## src/rtl/regression_sample_reader.sv

```systemverilog
// regression_sample_reader
// Scans addresses 0..N-1 of the x/y sample memories and streams the
// (x, y) pairs in address order to the regression accumulator.
// mem_addr is a register: an address launched at one clock edge is
// captured from mem_x/mem_y at the following edge into a 2-entry buffer.
// Reads are only launched when the buffer is guaranteed to have room for
// the returning data, so backpressure never drops or duplicates a pair.
//
// Stream handshake: s_valid is high whenever the buffer holds a pair; a
// pair transfers on any rising edge where s_valid & s_ready are both 1.
// While s_valid is high and s_ready is low, s_x/s_y/s_last are held
// stable; s_valid never drops without a completed transfer.
module regression_sample_reader #(
    parameter int N  = 150,
    parameter int DW = 20,
    parameter int AW = 8
) (
    input  logic          clk,
    input  logic          reset,
    input  logic          start,
    output logic [AW-1:0] mem_addr,
    input  logic [DW-1:0] mem_x,
    input  logic [DW-1:0] mem_y,
    output logic          s_valid,
    input  logic          s_ready,
    output logic [DW-1:0] s_x,
    output logic [DW-1:0] s_y,
    output logic          s_last,
    output logic          busy,
    output logic          done,
    output logic [1:0]    dbg_state
);

    typedef enum logic [1:0] {
        IDLE   = 2'd0,
        FETCH  = 2'd1,
        DRAIN  = 2'd2,
        FINISH = 2'd3
    } state_t;

    // Index of the final sample, held one bit wider than the address so
    // that N = 2^AW is detected on the issued count rather than on wrap.
    localparam logic [AW:0] LAST_IDX = (AW+1)'(N - 1);
    localparam logic        ONE_SAMPLE = (N == 1);

    state_t        state_q;
    logic [AW:0]   issued_q;         // number of reads launched this scan
    logic [AW-1:0] addr_q;           // address of the most recent read
    logic          inflight_q;       // a read was launched at the last edge
    logic          inflight_last_q;  // ...and it was the read of N-1
    logic          busy_q;
    logic          done_q;

    logic [DW-1:0] fx_q [0:1];
    logic [DW-1:0] fy_q [0:1];
    logic          fl_q [0:1];
    logic          wr_q;
    logic          rd_q;
    logic [1:0]    count_q;
    logic [1:0]    count_d;

    logic          push;
    logic          pop;
    logic          room;

    assign push = inflight_q;
    assign pop  = (count_q != 2'd0) && s_ready;

    // A new read may launch only if buffered + returning entries stay <= 2
    // after this edge; a pop at this edge frees one slot.
    assign room = ({1'b0, count_q} + {2'b00, inflight_q}) < (3'd2 + {2'b00, pop});

    // Next buffer occupancy: push and pop together leave it unchanged.
    always_comb begin
        count_d = count_q;
        if (push && !pop) begin
            count_d = count_q + 2'd1;
        end else if (pop && !push) begin
            count_d = count_q - 2'd1;
        end
    end

    // Scan sequencer: launches reads, tracks the last one, pulses done.
    always_ff @(posedge clk) begin
        if (!reset) begin
            state_q         <= IDLE;
            issued_q        <= '0;
            addr_q          <= '0;
            inflight_q      <= 1'b0;
            inflight_last_q <= 1'b0;
            busy_q          <= 1'b0;
            done_q          <= 1'b0;
        end else begin
            inflight_q <= 1'b0;
            case (state_q)
                IDLE: begin
                    if (start) begin
                        // The read of address 0 launches with the start edge.
                        addr_q          <= '0;
                        issued_q        <= (AW+1)'(1);
                        inflight_q      <= 1'b1;
                        inflight_last_q <= ONE_SAMPLE;
                        busy_q          <= 1'b1;
                        state_q         <= ONE_SAMPLE ? DRAIN : FETCH;
                    end
                end
                FETCH: begin
                    if (room) begin
                        addr_q          <= issued_q[AW-1:0];
                        issued_q        <= issued_q + (AW+1)'(1);
                        inflight_q      <= 1'b1;
                        inflight_last_q <= (issued_q == LAST_IDX);
                        if (issued_q == LAST_IDX) begin
                            state_q <= DRAIN;
                        end
                    end
                end
                DRAIN: begin
                    // The last pair is the final entry ever pushed, so its
                    // acceptance also means the buffer and read path are empty.
                    if (pop && fl_q[rd_q]) begin
                        done_q  <= 1'b1;
                        state_q <= FINISH;
                    end
                end
                FINISH: begin
                    done_q  <= 1'b0;
                    busy_q  <= 1'b0;
                    state_q <= IDLE;
                end
                default: begin
                    state_q <= IDLE;
                end
            endcase
        end
    end

    // Output buffer: capture returning read data, advance head on handshake.
    always_ff @(posedge clk) begin
        if (!reset) begin
            fx_q[0] <= '0;
            fx_q[1] <= '0;
            fy_q[0] <= '0;
            fy_q[1] <= '0;
            fl_q[0] <= 1'b0;
            fl_q[1] <= 1'b0;
            wr_q    <= 1'b0;
            rd_q    <= 1'b0;
            count_q <= 2'd0;
        end else begin
            if (push) begin
                fx_q[wr_q] <= mem_x;
                fy_q[wr_q] <= mem_y;
                fl_q[wr_q] <= inflight_last_q;
                wr_q       <= ~wr_q;
            end
            if (pop) begin
                rd_q <= ~rd_q;
            end
            count_q <= count_d;
        end
    end

    assign mem_addr  = addr_q;
    assign s_valid   = (count_q != 2'd0);
    assign s_x       = fx_q[rd_q];
    assign s_y       = fy_q[rd_q];
    assign s_last    = fl_q[rd_q];
    assign busy      = busy_q;
    assign done      = done_q;
    assign dbg_state = state_q;

endmodule
```

## config.mk

```make
export PLATFORM = sky130hd
export DESIGN_NAME = regression_sample_reader
export DESIGN_NICKNAME = d
export VERILOG_FILES = /design/src/rtl/regression_sample_reader.sv
export SDC_FILE = /design/constraint.sdc
export NUM_CORES = 1
export LEC_CHECK = 0
export BUFFER_PORTS_ARGS = -buffer_cell sky130_fd_sc_hd__buf_4
export CAP_MARGIN = 20
export CORE_ASPECT_RATIO = 1.2
export CORE_MARGIN = 5
export CORE_UTILIZATION = 35
export CTS_BUF_LIST = sky130_fd_sc_hd__clkbuf_8
export CTS_CLUSTER_DIAMETER = 40
export DETAILED_ROUTE_END_ITERATION = 16
export PLACE_DENSITY = 0.53
export SYNTH_ARGS = -nofsm -noshare
export SYNTH_HDL_FRONTEND = slang
export SYNTH_SLANG_ARGS = --single-unit
```

## constraint.sdc

```tcl
create_clock -name clk -period 2.8 [get_ports clk]
set_input_delay 0.56 -clock clk [delete_from_list [all_inputs] [get_ports clk]]
set_output_delay 0.56 -clock clk [all_outputs]
set_load 0.05 [all_outputs]
```

==> results of run 1 <==
stage by stage:
stage / power [mW] / hold slack (ns) / instances
floorplan: 3.83 / 0.434 / 393
global placement: 4.48 / 0.451 / 647
detailed placement: 4.51 / 0.457 / 647
CTS: 5.54 / 0.432 / 663
global route: 5.74 / 0.438 / 663
finish: 5.45 / 0.462 / 663
Yosys cell counts, types with 3 or more instances:
library cell | count | area (um^2)
nand4_1 | 10 | 62.6
nand2b_1 | 4 | 25.0
buf_1 | 4 | 15.0
mux2_2 | 42 | 473
or3_1 | 3 | 18.8
inv_1 | 3 | 11.3
o21ai_1 | 12 | 60.1
edfxtp_1 | 80 | 2400
o21a_1 | 6 | 45.0
nand3_1 | 3 | 15.0
nand2_1 | 17 | 63.8
or4_1 | 3 | 22.5
dfxtp_1 | 30 | 601
ha_1 | 10 | 125
mux2i_1 | 4 | 40.0
clkbuf_1 | 18 | 67.6
a21boi_1 | 12 | 90.1
and2_1 | 84 | 526
o21ai_0 | 5 | 25.0
o221a_1 | 4 | 45.0
cell type report:
cell class | instances | area [um^2]
well taps | 175 | 219
clock inverters | 7 | 81.3
flip-flops and latches | 110 | 3000
inverters | 5 | 21.3
repair buffers | 104 | 818
fillers | 1316 | 8060
clock buffers | 9 | 124
multi-input cells | 253 | 1900
power by group through the flow:
stage / Clock, mW / Sequential, mW / Combinational [mW]
after CTS: 1.06 / 2.13 / 2.35
final: 1.02 / 2.12 / 2.31
after global placement: 0 / 2.15 / 2.32
after floorplan: 0 / 2.18 / 1.65
after detailed placement: 0 / 2.17 / 2.34
after global routing: 1.12 / 2.16 / 2.47
metal layers:
metal  vias up  share of wire  global-route usage
met2        92           0.49               0.221
met1      1582           0.43               0.160
met5         -              0                   0
met3        16          0.057              0.0325
li1       1600              -                   -
met4         0          0.022              0.0603
cell families (layout without fill, tap and decap cells):
group	after synthesis	count (layout)	share of synthesized area
adder cells (fa/ha/maj)	10	10	0.0249
buffers and inverters	30	125	0.0242
XOR/XNOR	3	3	0.00523
flip-flops	110	110	0.598
multiplexers	46	46	0.102
AND/OR/NAND/NOR	143	143	0.172
AO/OA/AOI/OAI	51	51	0.0735
registers in the layout, indices dropped and copies added (netlist names), named ones only:
name / count
mem_addr: 8
inflight_q: 1
issued_q: 9
fy_q: 40
rd_q: 1
count_q: 2
fl_q: 2
wr_q: 1
busy: 1
inflight_last_q: 1
done: 1
fx_q: 40
dbg_state: 2
worst paths after layout:
kind / end / start / slack, ns / cells after the start
hold reg to reg: fl_q[1] / fl_q[1] / 0.47 / 2
setup / recovery: s_y[9] / flop / 0.50 / 3
setup reg to reg: issued_q[1] / dbg_state[1] / 0.56 / 6
hold / removal: fy_q[0][3] / mem_y[3] / 0.46 / 2
worst max-delay path, delay by kind of cell (launching register included):
| kind | cells | cell delay [ns] |
|---|---|---|
| mux | 1 | 0.38 |
| flops | 1 | 0.51 |
| buf+inv | 2 | 0.45 |
==> summary by stage, run 1 <==
Placement
After detailed placement, the total cell area comes to 5970 um^2. The detailed placement HPWL is 7.25 mm. At the end of routability-driven placement, the weighted congestion stood at 0.806. The count of input and output buffers is 97. The worst slack at placement is 0.606 ns.

Floorplan
The number of top-level pins is 98. The starting utilization of the core area is 0.353. The number of rows created at floorplan is 48. The area of the die is 16900 um^2. The die is 119 um wide. The die is 141 um tall. The total area inside the core boundary comes to 14200 um^2.

Clocking
The buffer type at the clock tree root is clkbuf_8. TritonCTS built the clock tree. In this run, CTS created clock tree buffers numbering 9. The clock passes through at most 2 buffers. At the later pin of the worst-skew pair, clock insertion delay measures 0.37 ns. The number of buffers inserted by hold repair at cts is 0. The post-cts repair resize count is 0.

The number of setup buffers added after CTS is 0. The clock drives 110 sinks. The clock-pin slew reported for the worst setup and hold paths after clock tree synthesis is 0.10 ns.

The H-tree depth is 3.

Power and ir drop
The proportion of power drawn by the clock network is 0.186. The internal power of the cells totals 3.30 mW. The static leakage is 2.45 nW.

The part of the power in combinational logic is 0.424. Summed over all nets, the switching power comes to 2.15 mW. The maximum ir drop on the vdd rail is 0.400 mV. The power density over cell area is 883 nW/um^2.

Of the total power, the share spent switching nets is 0.394. The share of total power dissipated in sequential elements is 0.389.

Global routing
The via count of the first global-routing pass is 3358. For this run the aggregate overflow at the end of global routing stands at 0. In the global route stage, overall resource usage came out at 0.132. The number of antenna violations at the first check in global routing is 0. Entering global routing, the biggest net connects 43 pins.

The first-pass GRT wire length is 17.4 mm.

Synthesis
The mapped netlist covers 5020 um^2. The net count after synthesis is 447. The flip-flop cell with the highest count after synthesis is edfxtp_1.

The mean area per synthesized cell is 12.8 um^2. The number of instances in the synthesized netlist is 393. The netlist uses 51 different library cells.

The post-synthesis async set-or-reset flop share is 0. After synthesis the netlist holds a flip-flop and latch count of 110. The share of the yosys chip area belonging to registers is 0.598. The number of warning messages in the yosys log is 0. Counting flops with a built-in enable in the synthesized netlist gives 80.

Finish
The most common cell after layout, fill and taps aside is buf_4. The final net count is 537. The top cell types in the final layout, fill and taps aside, are 101 x buf_4, 84 x and2_1, 80 x edfxtp_1, 42 x mux2_2, 29 x dfxtp_1. The finished cells cover 6170 um^2.

At the end of the flow the core is filled with cells to 0.434. The number of inserted diodes is 0. The layout overhead on the synthesized area is 22.9%.

Of the cells placed in the final design, the portion with a size suffix greater than 1 is 0.342.

Critical path
In this design, the stage delay of the slowest critical-path cell is 0.51 ns. At the worst endpoint, the required time is 2.24 ns. The arrival time of the worst setup path is 1.74 ns. The top fanout value on the critical path is 33. The signal on the critical path passes through buf_12 > mux2_2 > buf_4.

The worst setup path is captured at a primary output. The critical-path cell with the highest stage delay is dfxtp_2. The worst setup path category is flop to primary output. The startpoint kind of the worst setup timing path is a flop.

Drt
Once detail routing completed, the nets flagged for antenna violations numbered 0. The average wire length per cell after detail routing is 16.4 um. For this block, the routed nets add up to 10.9 mm of wire. In the routed layout, each cell is associated on average with a via count of 4.96. The post-detailed-route DRC marker count is 0. The violation count after the first detailed-routing iteration is 179. The number of iterations in the first detailed-routing pass is 4.

The via count is 3290.

Timing
The actual transition at the worst max-transition pin is 0.587 ns. The count of pins over their slew limit is 0. The max-slew headroom at the worst pin is 0.609. Of the available clock period, the critical path in the final layout requires 0.823. Summed over all failing endpoints, the final setup total negative slack is 0 ns. Setup violations remaining at the end of the flow were counted as 0. Setup slack on the critical path of the routed design comes to 0.496 ns. Setup repair after global routing left no endpoint under its margin. The time the worst path needs with I/O delays and setup is 2.30 ns. The maximum clock frequency is 434 MHz. The number of failing hold endpoints at the final stage is 0. The clock skew after layout is 0.00932 ns.

Worst hold path
The path category of the worst min-delay check is input pin to flop.

Job
Across the run, the number of max-cap violations was 0.

Status
The run finished with clean final reports.
No activity file was read; power rests on OpenSTA's default activity.
==> run 2: changes to the inputs <==
Settings changed: PLACE_DENSITY 0.53 to 0.55.
Clock period 2.8 ns to 2.1 ns, I/O delays scaled along.
==> run 2 against run 1 <==
Effect of this change:
- clock skew increased by 0.0028 ns
- power increased by 38%
- via count increased by 1.0%
- final cell count increased by 1.1%
- critical path type unchanged
- highest routed layer unchanged
==> summary by stage, run 2 (synthesis gave the netlist of run 1 again) <==
Status
The run finished with clean final reports.

Clocking
The number of buffers created by CTS is 9 (unchanged). The post-cts repair resize count is 0 (unchanged). The tree is rooted in a clkbuf_8. The CTS tree is yes. The clock sink total is 110 (unchanged). The H-tree depth was 3 (unchanged). The number of buffers inserted by hold repair at cts was 0 (unchanged). The maximum number of buffers from clock root to sink is 2 (unchanged).

The clock latency on the worst-skew pair is 0.36 ns (about the same). The clock-pin slew reported for the worst setup and hold paths after clock tree synthesis is 0.11 ns (about the same). The number of setup buffers added after CTS is 0 (unchanged).

Worst hold path
The end point of the most critical hold path is fy_q[1][16]. In this run the worst hold path is classified as input pin to flop. The startpoint identified for the worst hold timing path is mem_y[16]. The count of cells along the worst hold path is 2 (unchanged).

Power and ir drop
The proportion of power drawn by the clock network was 0.205 (+0.019). The internal power consumption is 4.61 mW (+40%). The part of the power in combinational logic is 0.422 (-0.002). The static leakage came to 2.50 nW (+1.9%). The net switching power came to 2.92 mW (+36%). The maximum ir drop on the vdd rail is 0.611 mV (+53%).

The net switching share of the total power is 0.387 (-0.00694). The sequential power share was 0.372 (-0.017). The power density over cell area is 1200 nW/um^2 (+36%).

Critical path
The worst setup slack for register-to-register paths is 0.22 ns (-0.34 ns). The critical path in this run is classified as flop to primary output. The worst setup path is launched from a flop. The element type at the critical path end is a primary output.

The depth of the most critical reg-to-reg path is 7 (+1). The arrival time of the worst setup path is 1.57 ns (-0.17 ns). The required arrival time at the worst endpoint was 1.68 ns (-0.56 ns). The endpoint of the most critical register-to-register path is dbg_state[1].

The top fanout value on the critical path is 40 (+21%). In this run the critical register-to-register path is launched from count_q[0].

Timing
The clock skew after layout came to 0.0122 ns (+0.00284 ns). The count of pins over their slew limit was 0 (unchanged). The actual transition at the worst max-transition pin came to 0.404 ns (-0.183 ns). The max-slew headroom at the worst pin was 0.731 (+0.122).

Of the available clock period, the critical path in the final layout requires 0.948. The worst hold margin is 0.332 ns (-0.130 ns). Derived from the worst setup path, the maximum achievable clock frequency is 502 MHz. The number of failing hold endpoints at the final stage was 0 (unchanged).

The number of setup violations in the final report is 0 (unchanged). Setup repair after global routing left no endpoint under its margin. The sum of negative setup slack is 0 ns (unchanged).

The worst path in the final design needs a cycle of 1.99 ns, including I/O delays and setup.

Finish
The number of inserted diodes is 0 (unchanged). The final standard cell utilization of the core is 0.440 (+0.00677). The most common cell after layout, fill and taps aside is buf_4. The share of post-route cells with drive strength above 1 is 0.358 (+0.0154). The final net count was 544 (+1.3%). In the layout the commonest cells are 108 x buf_4, 84 x and2_1, 80 x edfxtp_1, 42 x mux2_2, 29 x dfxtp_1.

In the final layout, the registers with the most flip-flops are fx_q (40), fy_q (40), issued_q (9). The cell area after layout is 6270 um^2 (+1.6%). The layout overhead on the synthesized area is 24.8%. The number of inserted filler cells in the final layout was 1336 (+1.5%).

Global routing
The via count of the first global-routing pass is 3441 (+2.5%). The number of antenna violations at the first check in global routing is 0 (unchanged). The aggregate global-route resource usage is 0.130 (-0.00213). The maximum number of pins on one net before global-route repair is 42 (-2.3%). The first-pass GRT wire length is 17.6 mm (+1.5%). The leftover overflow at the end of global routing is 0 (unchanged).

Drt
The post-detailed-route DRC marker count is 0 (unchanged). The ratio of routed vias to standard cells is 4.96 (about the same). The average wire length per cell after detail routing is 16.3 um (-1.0%). The via count was 3323 (+1.0%).

The wire length after detailed routing is 10.9 mm (about the same). The violation count after the first detailed-routing iteration came to 201 (+12%). The number of iterations in the first detailed-routing pass came to 4 (unchanged). The number of nets still failing antenna checks after routing came to 0 (unchanged).

Floorplan
The area of the die is 16900 um^2 (unchanged). The core outline area came to 14200 um^2 (unchanged). The starting utilization of the core area was 0.353 (unchanged). The die height is 141 um (unchanged).

The number of top-level pins is 98 (unchanged). The x dimension of the die is 119 um (unchanged). The number of rows created at floorplan is 48 (unchanged).

Placement
The final RePlAce weighted congestion was 0.823 (+2.1%). The detailed placement HPWL is 7.22 mm (-0.32%). The placement-stage cell area is 6020 um^2 (+0.88%). The count of input and output buffers is 97 (unchanged).

Job
The number of maximum-capacitance violations was 0 (unchanged).
## run 2: cell types whose count changed in the layout (fill, tap and decap cells not counted)
cell / before / now
clkinv_1: 1 / 0
buf_4: 101 / 108
inv_6: 0 / 3
inv_1: 5 / 3
bufinv_16: 2 / 3
clkinv_2: 2 / 0
clkinv_4: 0 / 1
## run 2: routing by layer
layer | vias up | share of wire | GRT usage
met5 | - | 0 | 0
met3 | 8 | 0.052 | 0.0325
met2 | 84 | 0.49 | 0.222
met1 | 1622 | 0.45 | 0.167
li1 | 1609 | - | -
met4 | 0 | 0.0084 | 0.0290
## run 2: layout make-up
type                    count  area [um^2]  area share
flip-flops and latches    110         3000       0.479
multi-input cells         253         1900       0.304
repair buffers            111          871       0.139
well taps                 175          219      0.0349
clock inverters             7          125      0.0200
clock buffers               9          124      0.0198
inverters                   5         21.3     0.00339
## run 2: how the worst max path moves through the flow
stage                 startpoint            to  slack, ns  cells after the start
floorplan           dbg_state[0]   issued_q[5]       0.06                      6
global placement      inflight_q  dbg_state[0]       0.28                      7
detailed placement    count_q[0]  dbg_state[0]       0.22                      7
CTS                         flop       s_x[16]       0.07                      3
global route                flop       s_x[16]       0.03                      3
finish                      flop       s_x[16]       0.11                      3
## run 2: power groups by stage
stage	logic [mW]	clock network, mW	registers (mW)
finish	3.18	1.55	2.80
global route	3.38	1.70	2.84
CTS	3.22	1.60	2.81
detailed placement	3.21	0	2.86
global placement	3.20	0	2.84
floorplan	2.20	0	2.90
## run 2: metrics by stage
| step | power [mW] | setup WS, ns | cells |
|---|---|---|---|
| floorplan | 5.10 | 0.0551 | 393 |
| global placement | 6.04 | 0.276 | 654 |
| detailed placement | 6.07 | 0.224 | 654 |
| CTS | 7.63 | 0.0741 | 670 |
| global route | 7.91 | 0.0319 | 670 |
| finish | 7.53 | 0.109 | 670 |
## run 2: worst max-delay path: stages (launching register included)
cell and delay [ns]:
dfxtp_2 0.37, buf_12 0.25, mux2_2 0.39, buf_4 0.19
==> run 3: changes to the inputs <==
Settings changed: CORE_UTILIZATION 35 to 52, PLACE_DENSITY 0.55 to 0.77.
==> run 3 against run 2 <==
Effect of this change:
- flip-flop and latch count unchanged
- final area down 1.8%
- hold slack better by 0.0024 ns
- global-route usage up 4.9 points
- fmax up 0.49%
==> summary by stage, run 3 (synthesis gave the netlist of run 1 again) <==
Power and ir drop
The total power after layout came to 7.37 mW (-2.1%). The static leakage was 2.48 nW (-0.89%). The power density over cell area is 1200 nW/um^2 (-0.35%). The maximum ir drop on the vdd rail is 0.871 mV (+43%).

Finish
The number of inserted diodes came to 0 (unchanged). The layout overhead on the synthesized area is 22.7%. The cell area after layout came to 6160 um^2 (-1.8%).

The flip-flop and latch area was 3000 um^2 (unchanged). The number of inserted filler cells in the final layout is 724 (-46%). The largest registers in the layout are fx_q (40), fy_q (40), issued_q (9).

The non-filler instance count after layout was 614 (-8.4%). In the layout the commonest cells are 104 x buf_4, 84 x and2_1, 80 x edfxtp_1, 42 x mux2_2, 29 x dfxtp_1. The final net count is 540 (-0.74%). The area used by multi-input combinational logic is 1900 um^2 (unchanged). The share of post-route cells with drive strength above 1 was 0.350 (-0.00727). The library cell used most frequently in the layout, excluding fill and tap cells, is buf_4.

Floorplan
The area of the die came to 11700 um^2 (-30%). The number of top-level pins was 98 (unchanged). The starting utilization of the core area came to 0.530 (+0.178). The die height is 118 um (-17%). The number of rows created at floorplan is 39 (-19%). The core outline area is 9470 um^2 (-33%). The x dimension of the die is 99.7 um (-16%).

Critical path
The startpoint kind of the worst setup timing path is a flop. The arrival time of the worst setup path is 1.56 ns (about the same). The top fanout value on the critical path is 41 (+2.5%). The worst setup path is captured at a primary output. The setup path with the least slack is of type flop to primary output. The required arrival time at the worst endpoint is 1.68 ns (about the same).

Clocking
The root buffer cell chosen for the clock tree is clkbuf_8. The CTS tree is yes. The post-cts repair resize count is 0 (unchanged). The clock sink total is 110 (unchanged). The number of setup buffers added after CTS was 0 (unchanged). The clock latency on the worst-skew pair came to 0.36 ns (about the same). The number of buffers inserted by hold repair at cts was 0 (unchanged). The clock-pin slew reported for the worst setup and hold paths after clock tree synthesis is 0.09 ns (-0.02 ns).

The number of buffers created by CTS was 9 (unchanged). The maximum number of buffers from clock root to sink is 2 (unchanged). The H-tree depth was 3 (unchanged).

Timing
The maximum clock frequency is 505 MHz (+0.49%). The count of pins over their slew limit is 0 (unchanged). The clock skew after layout was 0.00639 ns (-0.00577 ns). The share of the cycle needed by the critical path after routing came to 0.943 (-0.00463). The actual transition at the worst max-transition pin was 0.526 ns (+0.121 ns). The worst hold margin came to 0.335 ns (+0.00237 ns).

The sum of negative setup slack is 0 ns (unchanged). The time the worst path needs with I/O delays and setup is 1.98 ns (-0.00972 ns). Setup repair after global routing left no endpoint under its margin. The number of failing hold endpoints at the final stage is 0 (unchanged). The max-slew headroom at the worst pin was 0.650 (-0.0810).

The number of setup violations in the final report came to 0 (unchanged).

Global routing
The first-pass GRT wire length was 16.8 mm (-4.8%). The aggregate global-route resource usage was 0.179 (+0.0490). The maximum number of pins on one net before global-route repair came to 43 (+2.4%). The number of antenna violations at the first check in global routing was 0 (unchanged). The via count of the first global-routing pass is 3422 (-0.55%). The leftover overflow at the end of global routing is 0 (unchanged).

Drt
The via count is 3322 (-0.030%). The post-detailed-route DRC marker count came to 0 (unchanged). The number of nets still failing antenna checks after routing is 0 (unchanged). The violation count after the first detailed-routing iteration came to 163 (-19%). The wire length after detailed routing is 10.2 mm (-6.5%). The ratio of routed vias to standard cells came to 5.41 (+9.1%). The average wire length per cell after detail routing is 16.6 um (+2.0%).

The number of iterations in the first detailed-routing pass is 4 (unchanged).

Placement
The count of input and output buffers is 97 (unchanged). The count of placed standard cells including taps came to 598 (-8.6%). The detailed placement HPWL is 6.78 mm (-6.1%).

The placement-stage cell area was 5920 um^2 (-1.6%). The final RePlAce weighted congestion was 0.925 (+12%).

Status
The flow ran to the end, and the final reports show no timing, DRC or antenna violations.

Worst hold path
The worst hold path belongs to the class input pin to flop.

Job
The number of maximum-capacitance violations is 0 (unchanged).
==> run 3: cell count changes in the layout (fill, tap and decap cells not counted) <==
| cell | before | now |
|---|---|---|
| bufinv_16 | 3 | 2 |
| clkinv_4 | 1 | 0 |
| inv_6 | 3 | 0 |
| clkinv_2 | 0 | 1 |
| clkbuf_8 | 9 | 12 |
| inv_1 | 3 | 4 |
| buf_4 | 108 | 104 |
==> run 3: critical path: stages (launching register included) <==
cell and delay, ns:
dfxtp_2 0.35, buf_12 0.23, mux2_2 0.41, buf_4 0.20
==> run 3: where the power goes <==
part / switching, mW / internal, mW
logic: 2.02 / 1.11
clock network: 0.669 / 0.764
registers: 0.129 / 2.68
==> run 3: layout make-up <==
class                   count  share of cell area
flip-flops and latches    110               0.488
repair buffers            107               0.137
multi-input cells         253               0.309
well taps                 123              0.0250
clock inverters             4              0.0112
inverters                   5             0.00345
clock buffers              12              0.0268
==> run 3: worst paths after layout <==
path              cells after the start        from     endpoint  slack, ns
hold / removal                        2   mem_x[15]  fx_q[1][15]       0.33
setup / recovery                      3        flop       s_last       0.12
setup reg to reg                      7  count_q[0]  issued_q[0]       0.16
hold reg to reg                       2     fl_q[1]      fl_q[1]       0.47
==> run 3: layer usage <==
layer / global-route usage / wire (um) / vias up
met4: 0.0666 / 146 / 0
met1: 0.215 / 4150 / 1601
met3: 0.0356 / 545 / 12
li1: - / - / 1611
met2: 0.312 / 5340 / 98
met5: 0 / 0 / -
==> run 3: stage by stage <==
stage	utilization	setup slack, ns
3_3_place_gp	0.626	0.231
6_report	0.651	0.119
4_1_cts	0.651	0.0855
3_5_place_dp	0.626	0.197
5_1_grt	0.651	0.0273
2_1_floorplan	-	0.0551
